File: src/rtl/pipelined_cla_addsub.sv
// pipelined_cla_addsub
//   Parametrised pipelined carry-lookahead adder/subtractor. Computes
//   a + bx + c0 (mod 2^WIDTH) where bx = sub ? ~b : b and c0 = sub ? ~cin : cin.
//   The sum is split into STAGES slices of WIDTH/STAGES bits. Stage k adds
//   slice k using the registered carry from stage k-1. Unconsumed operand
//   bits and completed sum bits ride along, so all slices leave aligned.
//   A single global enable (adv) stalls every stage together; bubbles hold.
//
// Ports
//   clock      rising-edge clock
//   reset      synchronous, active-high
//   in_valid   operand set valid          in_ready   accept this cycle (= adv)
//   a, b       operands (WIDTH)           cin        carry-in / borrow-in
//   sub        0: a+b+cin, 1: a-b-cin
//   out_valid  result valid               out_ready  consumer accepts result
//   s          result (WIDTH)             cout       carry-out (NOT-borrow in sub)
//   ovf        signed overflow            zero       s == 0
module pipelined_cla_addsub #(
  parameter int WIDTH  = 32,
  parameter int STAGES = 2,
  parameter int BLOCK  = 4
) (
  input  logic             clock,
  input  logic             reset,
  input  logic             in_valid,
  output logic             in_ready,
  input  logic [WIDTH-1:0] a,
  input  logic [WIDTH-1:0] b,
  input  logic             cin,
  input  logic             sub,
  output logic             out_valid,
  input  logic             out_ready,
  output logic [WIDTH-1:0] s,
  output logic             cout,
  output logic             ovf,
  output logic             zero
);

  localparam int SL = WIDTH / STAGES;
  localparam int NG = SL / BLOCK;

  logic adv;

  // Slice adder: every carry inside a BLOCK-wide group is expanded as a
  // generate/propagate sum of products from the group carry-in; group
  // carry-ins chain from the previous group's lookahead carry-out.
  // Returns {carry_out, sum}.
  function automatic logic [SL:0] cla_slice(
    input logic [SL-1:0] x,
    input logic [SL-1:0] y,
    input logic          ci
  );
    logic [SL-1:0] g;
    logic [SL-1:0] p;
    logic [SL:0]   c;
    logic          cc;
    logic          pp;
    int unsigned   base;
    int unsigned   idx;
    g    = x & y;
    p    = x ^ y;
    c    = '0;
    c[0] = ci;
    for (int unsigned grp = 0; grp < NG; grp++) begin
      base = grp * BLOCK;
      for (int unsigned i = 0; i < BLOCK; i++) begin
        idx = base + i;
        cc  = 1'b0;
        for (int unsigned m = base; m <= idx; m++) begin
          pp = 1'b1;
          for (int unsigned n = m + 1; n <= idx; n++) begin
            pp = pp & p[n];
          end
          cc = cc | (g[m] & pp);
        end
        pp = 1'b1;
        for (int unsigned n = base; n <= idx; n++) begin
          pp = pp & p[n];
        end
        cc = cc | (c[base] & pp);
        c[idx+1] = cc;
      end
    end
    return {c[SL], p ^ c[SL-1:0]};
  endfunction

  for (genvar k = 0; k < STAGES; k++) begin : stg
    // Operand bits still to be consumed from this stage onwards.
    localparam int IW = WIDTH - k * SL;

    logic [IW-1:0]         a_in;
    logic [IW-1:0]         bx_in;
    logic                  c_in;
    logic                  v_in;
    logic [SL-1:0]         r_sum;
    logic                  r_co;
    logic [(k+1)*SL-1:0]   sum_nx;
    logic [(k+1)*SL-1:0]   sum_q;
    logic                  c_q;
    logic                  v_q;

    if (k == 0) begin : src
      always_comb begin
        a_in   = a;
        bx_in  = sub ? ~b : b;
        c_in   = cin ^ sub;
        v_in   = in_valid;
        sum_nx = r_sum;
      end
    end else begin : src
      always_comb begin
        a_in   = stg[k-1].fwd.a_q;
        bx_in  = stg[k-1].fwd.bx_q;
        c_in   = stg[k-1].c_q;
        v_in   = stg[k-1].v_q;
        sum_nx = {r_sum, stg[k-1].sum_q};
      end
    end

    always_comb begin
      {r_co, r_sum} = cla_slice(a_in[SL-1:0], bx_in[SL-1:0], c_in);
    end

    always_ff @(posedge clock) begin
      if (reset) begin
        v_q   <= 1'b0;
        c_q   <= 1'b0;
        sum_q <= '0;
      end else if (adv) begin
        v_q   <= v_in;
        c_q   <= r_co;
        sum_q <= sum_nx;
      end
    end

    if (k < STAGES - 1) begin : fwd
      logic [IW-SL-1:0] a_q;
      logic [IW-SL-1:0] bx_q;
      always_ff @(posedge clock) begin
        if (reset) begin
          a_q  <= '0;
          bx_q <= '0;
        end else if (adv) begin
          a_q  <= a_in[IW-1:SL];
          bx_q <= bx_in[IW-1:SL];
        end
      end
    end else begin : fin
      logic ovf_q;
      // carry-into-msb XOR carry-out-of-msb, written in its equivalent form:
      // operand sign bits agree and the result sign differs from them.
      always_ff @(posedge clock) begin
        if (reset) begin
          ovf_q <= 1'b0;
        end else if (adv) begin
          ovf_q <= (a_in[SL-1] == bx_in[SL-1]) && (r_sum[SL-1] != a_in[SL-1]);
        end
      end
    end
  end

  always_comb begin
    out_valid = stg[STAGES-1].v_q;
    adv       = !out_valid || out_ready;
    in_ready  = adv;
    s         = stg[STAGES-1].sum_q;
    cout      = stg[STAGES-1].c_q;
    ovf       = stg[STAGES-1].fin.ovf_q;
    zero      = (s == '0);
  end

endmodule

File: config.mk
export PLATFORM = sky130hd
export DESIGN_NAME = pipelined_cla_addsub
export DESIGN_NICKNAME = d
export VERILOG_FILES = /design/src/rtl/pipelined_cla_addsub.sv
export SDC_FILE = /design/constraint.sdc
export NUM_CORES = 1
export LEC_CHECK = 0
export ABC_AREA = 1
export CAP_MARGIN = 15
export CELL_PAD_IN_SITES_DETAIL_PLACEMENT = 1
export CELL_PAD_IN_SITES_GLOBAL_PLACEMENT = 1
export CORE_MARGIN = 5
export CORE_UTILIZATION = 37
export DETAILED_ROUTE_END_ITERATION = 16
export PLACE_DENSITY_LB_ADDON = 0.1
export SYNTH_ARGS = -nofsm -noshare
export SYNTH_HDL_FRONTEND = slang
export SYNTH_SLANG_ARGS = --single-unit
File: constraint.sdc
create_clock -name clock -period 2.9 [get_ports clock]
set_clock_uncertainty 0.05 [all_clocks]
set_input_delay 0.435 -clock clock [delete_from_list [all_inputs] [get_ports clock]]
set_output_delay 0.435 -clock clock [all_outputs]
set_load 0.02 [all_outputs]
# Word-level counts from Yosys, hierarchy flattened
# Cells that the tools add are included.
# word_totals
output_inout_bits	37
inputBits	70
word_cells	232
register_bits	85
# op_classes
n_bitwise	216
reduce_logical	4
n_mux	1
n_eq_ne	2
# ops
cell	count
$and 1x1->1	128
$or 1x1->1	80
$xor 16x16->16	4
$and 16x16->16	2
$logic_not 32->1	1
$mux 32	1
$not 32->32	1
$eq 1x1->1	1
$logic_and 1x1->1	1
$logic_not 1->1	1
$logic_or 1x1->1	1
$ne 1x1->1	1
$xor 1x1->1	1

# Depth between registers and ports, before layout
# Gate-level depths: netlist of run 1.
# logic_depth
depth_word	17
depth_mapped	17
ltp_nobuf	15

# Worst setup path after synthesis of run 1
# No wires, ideal clock.
# synth_path
path_kind	input to register
from	input sub
to	register stg[0].sum_q[12]
arrival_ps	2495
required_ps	2734
stages	14
setup_time_ps	116
setup_slack_ps	239
path_cell_list	buf_6 > buf_2 > xnor2_1 > inv_1 > ha_1 > nand4_1 > nor2_2 > o21bai_2 > nand2_2 > nand2_2 > nand2_2 > fa_1 > o21ai_0 > nor2_1
# synth_via
elab_chain_cells	14
word_cells_on_any_way	47
# synth_lines
element	line_no	text
start, declared	30	input logic sub,
$mux 32	105	bx_in = sub ? ~b : b;
$xor 16x16->16	61	p = x ^ y;
$and 1x1->1 (2 in series)	72	pp = pp & p[n];
$and 1x1->1	74	cc = cc | (g[m] & pp);
$or 1x1->1 (3 in series)	74	
$or 1x1->1	80	cc = cc | (c[base] & pp);
$and 1x1->1	80	
$or 1x1->1	80	
$and 1x1->1	80	
$or 1x1->1	80	
$xor 16x16->16 (*)	84	return {c[SL], p ^ c[SL-1:0]};
named net stg[0].r_sum[12]	95	logic [SL-1:0] r_sum;
end signal, assigned	132	sum_q <= sum_nx;
end, declared	98	logic [(k+1)*SL-1:0] sum_q;
# The timed path passes the listed nets; every way through them passes the cells marked *.
# A chain may end at the register's enable or synchronous reset.

# Worst setup path after layout of run 1
# layout_path
from	register stg[1].sum_q[3] (netlist: s[3])
to	output zero
# layout_via
elab_chain_cells	1
# layout_lines
element	line_no	text
start, declared	98	
start signal, assigned	132	
$logic_not 32->1	169	zero = (s == '0);
end, declared	36	output logic zero
# Every way passes these cells.

==> qor.log, run 1 <==
qor: route.drc 0
qor: hold_path.worstHoldPathType flip-flop to flip-flop
qor: setup_path.critical_path_class flip-flop to primary output
qor: floorplan.num_rows 40
qor: final_layout.design_area 6120 sq um
qor: logic_synthesis.yosysWarningCount 0
qor: floorplan.design.core.area 12100 sq um
qor: clocking.cts.hold.buffers_added 0
qor: global_route.grt_util_all_layers 0.173
qor: logic_synthesis.main_combinational_cell_family_by_area_after_synthesis compound AO/OA/AOI/OAI gates
qor: route.detail_route.first_pass.iterations 4
qor: route.drt-total-wl 12.5 mm
qor: floorplan.die_area 14700 sq um
qor: floorplan.io-pin-count 107
qor: pwr.design_power_total 3.43 mW
qor: global_route.number_of_antenna_violations_at_the_first_check_in_global_routing 0
qor: logic_synthesis.post_synth_mux_area_share 0
qor: setup_path.req_time_crit_path 2.41 ns
qor: logic_synthesis.synth_enable_flop_cells 0
qor: setup_path.worstRegToRegCells 13
qor: final_layout.n_fill_cell 1473
qor: setup_path.endpoint_type_of_the_worst_setup_path primary output
qor: setup_path.worst_setup_path_start_kind flip-flop
qor: sta.timing.fmax 384 MHz
qor: sta.tightestPinTransition 0.529 ns
qor: placement.post_dp_cell_area 5840 sq um
qor: logic_synthesis.postSynthRegisterBits 85
qor: clocking.cts_setup_buffers 0
qor: route.drt_iter0_markers 243
qor: logic_synthesis.synth_commonest_cells sky130_fd_sc_hd__dfxtp_1, sky130_fd_sc_hd__o21ai_0, sky130_fd_sc_hd__nor2_1
qor: logic_synthesis.post_synth_and_or_nand_nor_area_fraction 0.169
qor: clocking.cts-root-to-sink-buffers 2
qor: floorplan.die-width 121 um
qor: sta.worst_slew_margin_relative_to_its_limit 0.644
qor: sta.maxSlewViolCount 0
qor: setup_path.crit_path_end zero
qor: global_route.via_count_of_the_first_global_routing_pass 4387
qor: setup_path.critical_path.reg2reg.endpoint s[29]$_SDFFE_PP0P_
qor: global_route.maximum_number_of_pins_on_one_net_before_global_route_repair 121
qor: clocking.htreeDepth 3
qor: clocking.cts_tree yes
qor: flow_run.max-cap-violations 0
qor: final_layout.finish.net_count 787
qor: placement.io_buffer_count 106
qor: final_layout.share_of_post_route_cells_with_drive_strength_above_1 0.0529
qor: clocking.cts_made_buffers 9
qor: logic_synthesis.synth_xor_xnor_area_share 0.0958
qor: route.route.detailed.wl_per_inst 14.7 um
qor: logic_synthesis.synth_top_cell_by_area sky130_fd_sc_hd__dfxtp_1
qor: setup_path.crit_path_start s[3]$_SDFFE_PP0P_
qor: clocking.tritoncts_num_sinks 85
qor: logic_synthesis.synth_top_area_frac 0.371
qor: setup_path.cp.arrival 2.12 ns
qor: logic_synthesis.synth-compound-area-share 0.176
qor: logic_synthesis.yosys.area_share.adder 0.122
qor: sta.rsz0062_at_grt no
qor: status.outcome completed
qor: sta.worst_case_hold_slack 0.402 ns
qor: logic_synthesis.synth_area 4580 sq um
qor: logic_synthesis.netlist_instances 581
qor: final_layout.final_cells 849
qor: clocking.clk-insertion-delay-late 0.33 ns
qor: logic_synthesis.mean_instance_size_in_the_synthesized_netlist 7.89 sq um
qor: logic_synthesis.yosys_most_used_dff sky130_fd_sc_hd__dfxtp_1
qor: sta.timing_hold_violations_final 0
qor: sta.finalWorstPathRequiredPeriod 2.60 ns
qor: final_layout.n_antenna_cell 0
qor: pwr.p_leak 2.69 nW
qor: setup_path.worst-r2r-setup-slack 0.65 ns
qor: route.via_count 4173
qor: placement.dpl.cell_count 834
qor: logic_synthesis.synth.net_count 691
qor: sta.timing.final.crit_share 0.898
qor: clocking.clkTransAtPathRegs 0.06 ns
qor: route.number_of_nets_with_antenna_violations_after_routing 0
qor: setup_path.worst_r2r_startpoint stg[0].fwd.a_q[1]$_SDFFE_PP0P_
qor: route.detailed_route_vias_per_instance 4.92
qor: placement.dp_hpwl 9.16 mm
qor: sta.timing.final.setup_violations 0
qor: logic_synthesis.netlist-cell-type-count 30
qor: clocking.clockRootBuffer sky130_fd_sc_hd__clkbuf_16
qor: logic_synthesis.synthTopCellsByArea sky130_fd_sc_hd__dfxtp_1, sky130_fd_sc_hd__o21ai_0, sky130_fd_sc_hd__ha_1, sky130_fd_sc_hd__nor2_1, sky130_fd_sc_hd__a21oi_1
qor: logic_synthesis.asyncSetResetFlopFracSynth 0
qor: pwr.pwr_density_cell 561 nW/um^2
qor: floorplan.die_height 121 um
qor: logic_synthesis.post-synth-top-count-cell sky130_fd_sc_hd__dfxtp_1
qor: clocking.post_cts_resized 0
qor: logic_synthesis.yosysSeqAreaShare 0.371
qor: setup_path.crit_path_max_fanout 3
qor: final_layout.area_delta_synth_final 33.5%
qor: placement.final_estimated_routing_congestion_in_global_placement 0.825
qor: global_route.grt_pass1_wl 20.8 mm
qor: pwr.ir_drop 0.284 mV
qor: global_route.overflow 0
qor: floorplan.initial_utilization 0.380
==> logic make-up after synthesis <==
family / Yosys count
adders and majority gates: 40
DFF: 85
and+or+nand+nor: 178
xor gates and xnor gates: 48
buffers and inverters: 76
AOI/OAI and AO/OA: 154
==> worst min-delay path by stage <==
stage | slack (ns) | cells past startpoint | endpoint | start
finish | 0.40 | 2 | s[9]$_SDFFE_PP0P_ | stg[0].sum_q[9]$_SDFFE_PP0P_
global route | 0.43 | 2 | s[9]$_SDFFE_PP0P_ | stg[0].sum_q[9]$_SDFFE_PP0P_
CTS | 0.41 | 2 | s[9]$_SDFFE_PP0P_ | stg[0].sum_q[9]$_SDFFE_PP0P_
detailed placement | 0.40 | 2 | s[9]$_SDFFE_PP0P_ | stg[0].sum_q[9]$_SDFFE_PP0P_
global placement | 0.38 | 2 | s[9]$_SDFFE_PP0P_ | stg[0].sum_q[9]$_SDFFE_PP0P_
floorplan | 0.37 | 2 | s[13]$_SDFFE_PP0P_ | stg[0].sum_q[13]$_SDFFE_PP0P_
==> stage by stage <==
step	util	setup WS, ns	TNS, ns
after floorplan	-	0.239	0
after global placement	0.484	0.110	0
after detailed placement	0.484	-0.0680	-0.117
after CTS	0.507	0.230	0
after global routing	0.507	0.138	0
final	0.507	0.297	0
==> placed cells by master (no fill, tap or decap), types with 6 or more instances in the layout <==
cell type / instances
sky130_fd_sc_hd__clkdlybuf4s50_1: 105
sky130_fd_sc_hd__dfxtp_1: 85
sky130_fd_sc_hd__o21ai_0: 81
sky130_fd_sc_hd__nor2_1: 78
sky130_fd_sc_hd__a21oi_1: 58
sky130_fd_sc_hd__inv_1: 44
sky130_fd_sc_hd__nand2_1: 44
sky130_fd_sc_hd__ha_1: 32
sky130_fd_sc_hd__nand3_1: 26
sky130_fd_sc_hd__xor2_1: 25
sky130_fd_sc_hd__xnor2_1: 22
sky130_fd_sc_hd__nand4_1: 9
sky130_fd_sc_hd__clkbuf_16: 9
sky130_fd_sc_hd__nor4_1: 8
sky130_fd_sc_hd__fa_1: 8
sky130_fd_sc_hd__nand2_2: 6
sky130_fd_sc_hd__o21bai_1: 6
sky130_fd_sc_hd__buf_4: 6
==> final cells by class <==
cell class	count	area, sq um	area share
Multi-Input combinational cell	420	2590	0.423
Inverter	46	174	0.0284
Sequential cell	85	1700	0.278
Clock inverter	1	5.00	0.000818
Tap cell	168	210	0.0344
Clock buffer	14	274	0.0448
Timing Repair Buffer	115	1160	0.190
==> power by group <==
group          internal [mW]  leakage, nW  switching (mW)
clock                  0.645        0.139           0.435
combinational          0.447         1.85           0.499
sequential              1.31        0.706          0.0960
==> sequential cells by signal, summed over array words and instances (netlist names) <==
| register | count |
|---|---|
| stg.c_q | 1 |
| stg.fwd.a_q | 16 |
| cout | 1 |
| stg.fwd.bx_q | 16 |
| s | 32 |
| ovf | 1 |
| stg.v_q | 1 |
| out_valid | 1 |
| stg.sum_q | 16 |
==> worst max-delay path: stages, from the launching register on <==
cell	delay [ns]
sky130_fd_sc_hd__dfxtp_1	0.33
sky130_fd_sc_hd__nor4_1	0.43
sky130_fd_sc_hd__nand4_1	0.25
sky130_fd_sc_hd__nor2_1	0.15
sky130_fd_sc_hd__clkdlybuf4s50_1	0.63
==> metal layers <==
metal,routed length (um),global-route usage,share of wire
met1,5610,0.208,0.45
met3,480,0.0350,0.038
met4,153,0.0483,0.012
met5,0,0,0
met2,6230,0.311,0.50
Power figures use the tool's default switching activity.
==> inputs of run 2 (changes only) <==
GPL_TIMING_DRIVEN = 0   (was default)
clock period = 2.5 ns   (was 2.9 ns; I/O delays follow)
==> run 2 against run 1 <==
Against the previous run:
- worst setup slack worse by 0.22 ns
- sequential power is 17% higher
- critical endpoint is now stg[0].sum_q[9]$_SDFFE_PP0P_
- largest cell class unchanged
- non-clock buffer count is 35 higher
- critical path type is now primary input to flip-flop
- flip-flop and latch count stayed put
==> qor.log, run 2 (synthesis results as in run 1) <==
qor: pwr.pwr_density_cell 658 nW/um^2 [+17%]
qor: route.drc 0 [unchanged]
qor: clocking.clk-insertion-delay-late 0.34 ns [about the same]
qor: setup_path.req_time_crit_path 2.64 ns [+0.23 ns]
qor: pwr.power_switching 1.31 mW [+27%]
qor: final_layout.layout.cells.most_common_list sky130_fd_sc_hd__clkdlybuf4s50_1, sky130_fd_sc_hd__dfxtp_1, sky130_fd_sc_hd__o21ai_0, sky130_fd_sc_hd__nor2_1, sky130_fd_sc_hd__a21oi_1
qor: setup_path.critical_path_class primary input to flip-flop
qor: setup_path.cp.arrival 2.57 ns [+0.45 ns]
qor: clocking.cts_tree yes
qor: final_layout.finish.net_count 822 [+4.4%]
qor: route.route.detailed.wl_per_inst 18.1 um [+23%]
qor: clocking.cts_made_buffers 9 [unchanged]
qor: sta.timing_hold_violations_final 0 [unchanged]
qor: placement.dp_hpwl 11.5 mm [+26%]
qor: status.outcome completed
qor: hold_path.worstHoldPathType primary input to flip-flop
qor: clocking.htreeDepth 3 [unchanged]
qor: setup_path.cp.buffers_inverters 1 [unchanged]
qor: clocking.tritoncts_num_sinks 85 [unchanged]
qor: global_route.maximum_number_of_pins_on_one_net_before_global_route_repair 14 [-88%]
qor: setup_path.worst_setup_path_start_kind primary input
qor: final_layout.layout_commonest_cell sky130_fd_sc_hd__clkdlybuf4s50_1
qor: sta.timing.fmax 412 MHz
qor: floorplan.io-pin-count 107 [unchanged]
qor: route.detail_route.first_pass.iterations 4 [unchanged]
qor: global_route.grt_util_all_layers 0.215 [+0.0426]
qor: setup_path.cp_cell_sequence clkdlybuf4s50_1 > xor2_1 > ha_1 > nand4_1 > o21bai_2 > nand2_2 > fa_1 > xnor2_1 > a21oi_1
qor: route.drt_iter0_markers 233 [-4.1%]
qor: pwr.power.share.sequential 0.392 [-0.018]
qor: sta.worst_slew_margin_relative_to_its_limit 0.531 [-0.113]
qor: setup_path.endpoint_type_of_the_worst_setup_path flip-flop
qor: global_route.grt_pass1_wl 24.9 mm [+20%]
qor: setup_path.worstRegToRegCells 13 [unchanged]
qor: sta.tightestPinTransition 0.704 ns [+0.175 ns]
qor: final_layout.area_delta_synth_final 39.5%
qor: sta.maxSlewViolCount 0 [unchanged]
qor: clocking.clkTransAtPathRegs 0.06 ns [about the same]
qor: setup_path.worst-r2r-setup-slack 0.22 ns [-0.43 ns]
qor: setup_path.critical_path.reg2reg.endpoint s[29]$_SDFFE_PP0P_
qor: floorplan.die_area 14700 sq um [unchanged]
qor: pwr.pwr-share-clk 0.315 [about the same]
qor: final_layout.largest_register_ff_count 32 [unchanged]
qor: placement.io_buffer_count 105 [-0.94%]
qor: route.via_count 4508 [+8.0%]
qor: sta.timing.final.crit_share 0.970
qor: clocking.clockRootBuffer sky130_fd_sc_hd__clkbuf_16
qor: global_route.overflow 0 [unchanged]
qor: setup_path.cpPeakStageDelay 0.48 ns [-0.15 ns]
qor: route.detailed_route_vias_per_instance 5.11 [+3.9%]
qor: pwr.design_power_total 4.20 mW [+22%]
qor: final_layout.layout.core_utilization 0.530 [+0.0228]
qor: final_layout.n_antenna_cell 0 [unchanged]
qor: setup_path.worst_path_max_delay_cell sky130_fd_sc_hd__clkdlybuf4s50_1
qor: setup_path.crit_path_start b[4]
qor: sta.finalWorstPathRequiredPeriod 2.43 ns
qor: placement.final_estimated_routing_congestion_in_global_placement 0.860 [+4.3%]
qor: setup_path.crit_path_max_fanout 3 [unchanged]
qor: final_layout.share_of_post_route_cells_with_drive_strength_above_1 0.0881 [+0.0352]
qor: floorplan.design.core.area 12100 sq um [unchanged]
qor: pwr.power.share.switching 0.312 [+0.0118]
qor: floorplan.num_rows 40 [unchanged]
qor: pwr.ir_drop 0.396 mV [+39%]
qor: pwr.cell_internal_pwr 2.89 mW [+20%]
qor: route.number_of_nets_with_antenna_violations_after_routing 0 [unchanged]
qor: pwr.p_leak 2.84 nW [+5.3%]
qor: sta.timing.final.setup_violations 0 [unchanged]
qor: flow_run.max-cap-violations 0 [unchanged]
qor: pwr.comb_power_share 0.293 [+0.018]
qor: floorplan.die_height 121 um [unchanged]
qor: sta.setup_ws 0.0740 ns [-0.223 ns]
qor: floorplan.initial_utilization 0.380 [unchanged]
qor: floorplan.die-width 121 um [unchanged]
qor: setup_path.cell_class_contributing_the_biggest_share_of_worst_path_delay adder cells
qor: global_route.number_of_antenna_violations_at_the_first_check_in_global_routing 0 [unchanged]
qor: setup_path.critical_path_depth 9 [+5]
qor: setup_path.worst_r2r_startpoint stg[0].fwd.bx_q[1]$_SDFFE_PP0P_
qor: clocking.cts.hold.buffers_added 0 [unchanged]
qor: placement.pre_cts_slack -0.538 ns [-0.470 ns]
qor: global_route.via_count_of_the_first_global_routing_pass 4843 [+10%]
qor: setup_path.crit_path_end stg[0].sum_q[9]$_SDFFE_PP0P_
qor: route.drt-total-wl 15.9 mm [+28%]
qor: clocking.cts-root-to-sink-buffers 2 [unchanged]
==> run 2: final cells by class <==
| cell class | count | area [sq um] |
|---|---|---|
| buffer | 29 | 153 |
| clock buffer | 12 | 246 |
| clock inverter | 2 | 35.0 |
| fill | 1425 | 5670 |
| inverter | 46 | 173 |
| multi-input combinational | 420 | 2690 |
| sequential | 85 | 1700 |
| tap | 168 | 210 |
| timing repair buffer | 121 | 1180 |
==> run 2: per-stage QoR <==
step                cell area (sq um)  TNS [ns]  std cells  hold WS (ns)
CTS                              6230         0        874         0.357
detailed placement               5870     -2.66        854         0.396
global placement                 5870     -2.20        854         0.379
finish                           6390         0        883         0.387
global route                     6390   -0.0914        883         0.379
floorplan                        4610  -0.00725        581         0.370
==> run 2: timing repair <==
| item | 4_1_cts | 5_1_grt |
|---|---|---|
| setup buffers | 7 | 9 |
| endpoints found under the hold margin | 0 | 0 |
| resized for setup | 9 | 24 |
| pin swaps | 12 | 14 |
| setup endpoints to repair | 5 | 9 |
| gates cloned | 0 | 0 |
==> run 2: worst reg2reg max path, cell delays in order, from the launching register on <==
cell	delay (ns)
sky130_fd_sc_hd__dfxtp_1	0.32
sky130_fd_sc_hd__ha_1	0.32
sky130_fd_sc_hd__nand3_1	0.10
sky130_fd_sc_hd__nand2_2	0.11
sky130_fd_sc_hd__nand2_1	0.06
sky130_fd_sc_hd__nand2_1	0.11
sky130_fd_sc_hd__nand2_1	0.09
sky130_fd_sc_hd__nand2_2	0.09
sky130_fd_sc_hd__nand2_1	0.05
sky130_fd_sc_hd__nand2_1	0.12
sky130_fd_sc_hd__inv_1	0.07
sky130_fd_sc_hd__fa_1	0.37
sky130_fd_sc_hd__xor2_1	0.20
sky130_fd_sc_hd__a21oi_1	0.09
==> run 2: worst min path at each step <==
stage / to / slack [ns] / startpoint / cells after the start
after global routing: stg[0].fwd.bx_q[15]$_SDFFE_PP0P_ / 0.38 / sub / 3
after CTS: stg[0].fwd.bx_q[5]$_SDFFE_PP0P_ / 0.36 / sub / 3
after global placement: s[9]$_SDFFE_PP0P_ / 0.38 / stg[0].sum_q[9]$_SDFFE_PP0P_ / 2
after detailed placement: s[9]$_SDFFE_PP0P_ / 0.40 / stg[0].sum_q[9]$_SDFFE_PP0P_ / 2
after floorplan: s[13]$_SDFFE_PP0P_ / 0.37 / stg[0].sum_q[13]$_SDFFE_PP0P_ / 2
final: stg[0].fwd.bx_q[15]$_SDFFE_PP0P_ / 0.39 / sub / 3
==> run 2: power groups by stage <==
stage                     logic (mW)  registers [mW]  clock network (mW)
final                           1.23            1.65                1.32
after global placement          1.09            1.66                   0
after detailed placement        1.13            1.67                   0
after CTS                       1.17            1.64                1.34
after global routing            1.36            1.66                1.39
after floorplan                0.590            1.72                   0
==> run 2: layer usage <==
layer,global-route usage,share of wire
met3,0.0331,0.048
met1,0.258,0.43
met4,0.0742,0.020
met2,0.389,0.50
met5,0,0
==> inputs of run 3 (changes only) <==
CORE_MARGIN = 4   (was 5)
==> run 3 against run 2 <==
Against the previous run:
- die area decreased by 3.3%
- highest routed layer unchanged
- maximum frequency decreased by 0.45%
- cell count decreased by 0.68%
==> qor.log, run 3 (synthesis results as in run 1) <==
qor: setup_path.endpoint_type_of_the_worst_setup_path flip-flop
qor: global_route.number_of_antenna_violations_at_the_first_check_in_global_routing 0 [unchanged]
qor: placement.dp_hpwl 11.3 mm [-1.6%]
qor: sta.worst_case_hold_slack 0.381 ns [-0.00550 ns]
qor: clocking.clk-insertion-delay-late 0.34 ns [about the same]
qor: sta.setup_ws 0.0631 ns [-0.0109 ns]
qor: clocking.cts_made_buffers 9 [unchanged]
qor: floorplan.num_rows 40 [unchanged]
qor: route.via_count 4480 [-0.62%]
qor: setup_path.crit_path_max_fanout 6 [+3]
qor: route.detail_route.first_pass.iterations 4 [unchanged]
qor: route.drc 0 [unchanged]
qor: floorplan.die_height 119 um [-1.6%]
qor: clocking.clkTransAtPathRegs 0.06 ns [about the same]
qor: final_layout.n_antenna_cell 0 [unchanged]
qor: setup_path.worst_r2r_startpoint stg[0].fwd.a_q[1]$_SDFFE_PP0P_
qor: hold_path.worstHoldPathType primary input to flip-flop
qor: placement.final_estimated_routing_congestion_in_global_placement 0.901 [+4.7%]
qor: clocking.htreeDepth 3 [unchanged]
qor: hold_path.hold_depth 3 [unchanged]
qor: route.drt_iter0_markers 172 [-26%]
qor: final_layout.layout.core_utilization 0.525 [-0.00446]
qor: flow_run.max-cap-violations 0 [unchanged]
qor: placement.pre_cts_slack -0.569 ns [-0.0303 ns]
qor: clocking.cts-root-to-sink-buffers 2 [unchanged]
qor: sta.timing.fmax 410 MHz [-0.45%]
qor: route.drt-total-wl 15.3 mm [-4.1%]
qor: route.detailed_route_vias_per_instance 5.11 [about the same]
qor: setup_path.critical_path.reg2reg.endpoint s[29]$_SDFFE_PP0P_
qor: clocking.clockRootBuffer sky130_fd_sc_hd__clkbuf_16
qor: final_layout.largest_register_ff_count 32 [unchanged]
qor: placement.io_buffer_count 105 [unchanged]
qor: pwr.pwr_density_cell 671 nW/um^2 [+2.0%]
qor: route.route.detailed.wl_per_inst 17.4 um [-3.4%]
qor: sta.tightestPinTransition 0.717 ns [+0.0133 ns]
qor: clocking.tritoncts_num_sinks 85 [unchanged]
qor: setup_path.cp.arrival 2.61 ns [+0.04 ns]
qor: global_route.grt_pass1_wl 25.0 mm [+0.53%]
qor: sta.timing.final.setup_violations 0 [unchanged]
qor: route.number_of_nets_with_antenna_violations_after_routing 0 [unchanged]
qor: floorplan.design.core.area 12100 sq um [unchanged]
qor: pwr.p_leak 2.79 nW [-1.7%]
qor: final_layout.area_delta_synth_final 38.3%
qor: sta.timing.final.crit_share 0.975 [+0.00434]
qor: setup_path.worst_setup_path_start_kind primary input
qor: floorplan.io-pin-count 107 [unchanged]
qor: final_layout.finish.net_count 814 [-0.97%]
qor: global_route.via_count_of_the_first_global_routing_pass 4944 [+2.1%]
qor: final_layout.layout.cells.most_common_list sky130_fd_sc_hd__clkdlybuf4s50_1, sky130_fd_sc_hd__dfxtp_1, sky130_fd_sc_hd__o21ai_0, sky130_fd_sc_hd__nor2_1, sky130_fd_sc_hd__a21oi_1
qor: sta.timing_hold_violations_final 0 [unchanged]
qor: sta.setup_total_negative_slack 0 ns [unchanged]
qor: floorplan.die_area 14200 sq um [-3.3%]
qor: hold_path.min_to stg[0].fwd.bx_q[5]$_SDFFE_PP0P_
qor: hold_path.hold_path.startpoint sub
qor: pwr.ir_drop 0.351 mV [-11%]
qor: final_layout.n_fill_cell 1483 [+4.1%]
qor: status.outcome completed
qor: setup_path.worstRegToRegCells 13 [unchanged]
qor: final_layout.share_of_post_route_cells_with_drive_strength_above_1 0.0776 [-0.0105]
qor: global_route.overflow 0 [unchanged]
qor: sta.finalWorstPathRequiredPeriod 2.44 ns [+0.0109 ns]
qor: setup_path.worst-r2r-setup-slack 0.20 ns [-0.02 ns]
qor: sta.maxSlewViolCount 0 [unchanged]
qor: global_route.grt_util_all_layers 0.221 [+0.00588]
qor: clocking.cts_tree yes
qor: floorplan.die-width 119 um [-1.6%]
qor: global_route.maximum_number_of_pins_on_one_net_before_global_route_repair 14 [unchanged]
qor: pwr.design_power_total 4.25 mW [+1.1%]
qor: setup_path.critical_path_class primary input to flip-flop
qor: final_layout.layout_commonest_cell sky130_fd_sc_hd__clkdlybuf4s50_1
qor: setup_path.req_time_crit_path 2.67 ns [+0.03 ns]
qor: sta.worst_slew_margin_relative_to_its_limit 0.522 [-0.00884]
qor: floorplan.initial_utilization 0.380 [unchanged]
==> run 3: layout make-up <==
type | count | area [sq um] | area share
timing repair buffer | 113 | 1110 | 0.175
clock buffer | 13 | 270 | 0.0426
clock inverter | 3 | 42.5 | 0.00671
sequential | 85 | 1700 | 0.269
tap | 168 | 210 | 0.0332
inverter | 46 | 173 | 0.0272
multi-input combinational | 420 | 2690 | 0.424
buffer | 29 | 141 | 0.0223
==> run 3: worst max-delay path: stages <==
cell and delay [ns]:
sky130_fd_sc_hd__clkdlybuf4s50_1 0.47, sky130_fd_sc_hd__xor2_1 0.16, sky130_fd_sc_hd__ha_2 0.33, sky130_fd_sc_hd__nand4_1 0.11, sky130_fd_sc_hd__nand3_1 0.10, sky130_fd_sc_hd__nor2_2 0.11
sky130_fd_sc_hd__nand2_2 0.09, sky130_fd_sc_hd__nand2_2 0.10, sky130_fd_sc_hd__nand2_4 0.05, sky130_fd_sc_hd__fa_2 0.41, sky130_fd_sc_hd__xnor2_4 0.23, sky130_fd_sc_hd__a21oi_2 0.08
==> run 3: worst max path at each step <==
stage,start,endpoint,slack [ns],cells after the start
2_1_floorplan,sub,stg[0].sum_q[12]$_SDFFE_PP0P_,-0.007,13
3_3_place_gp,out_ready,in_ready,-0.55,6
3_5_place_dp,out_ready,in_ready,-0.57,6
4_1_cts,s[11]$_SDFFE_PP0P_,zero,0.0008,4
5_1_grt,b[7],stg[0].sum_q[13]$_SDFFE_PP0P_,-0.03,12
6_report,b[7],stg[0].sum_q[13]$_SDFFE_PP0P_,0.06,12
==> run 3: per-layer routing <==
layer  global-route usage  share of wire  up-vias
met4               0.0565          0.014        0
met5                    0              0        -
met2                0.414           0.51      114
met3               0.0399          0.054       17
li1                     -              -     2190
met1                0.258           0.42     2159
==> run 3: stage by stage <==
step / cell area, sq um / instances
2_1_floorplan: 4610 / 581
4_1_cts: 6260 / 876
3_5_place_dp: 5870 / 854
5_1_grt: 6340 / 877
3_3_place_gp: 5870 / 854
6_report: 6340 / 877
==> run 3: report_power, final <==
group	total (mW)	leakage [nW]	internal [mW]	switching (mW)
clock network	1.39	0.152	0.855	0.540
registers	1.65	0.706	1.52	0.127
logic	1.21	1.93	0.572	0.635
==> run 3: repair_timing <==
| action | in CTS | in global routing |
|---|---|---|
| pin swaps | 12 | 8 |
| setup endpoints to repair | 4 | 7 |
| hold endpoints to repair | 0 | 0 |
| hold buffers | 0 | 0 |
| buffers inserted | 7 | 1 |
| gates cloned | 0 | 0 |
| resized for setup | 12 | 14 |
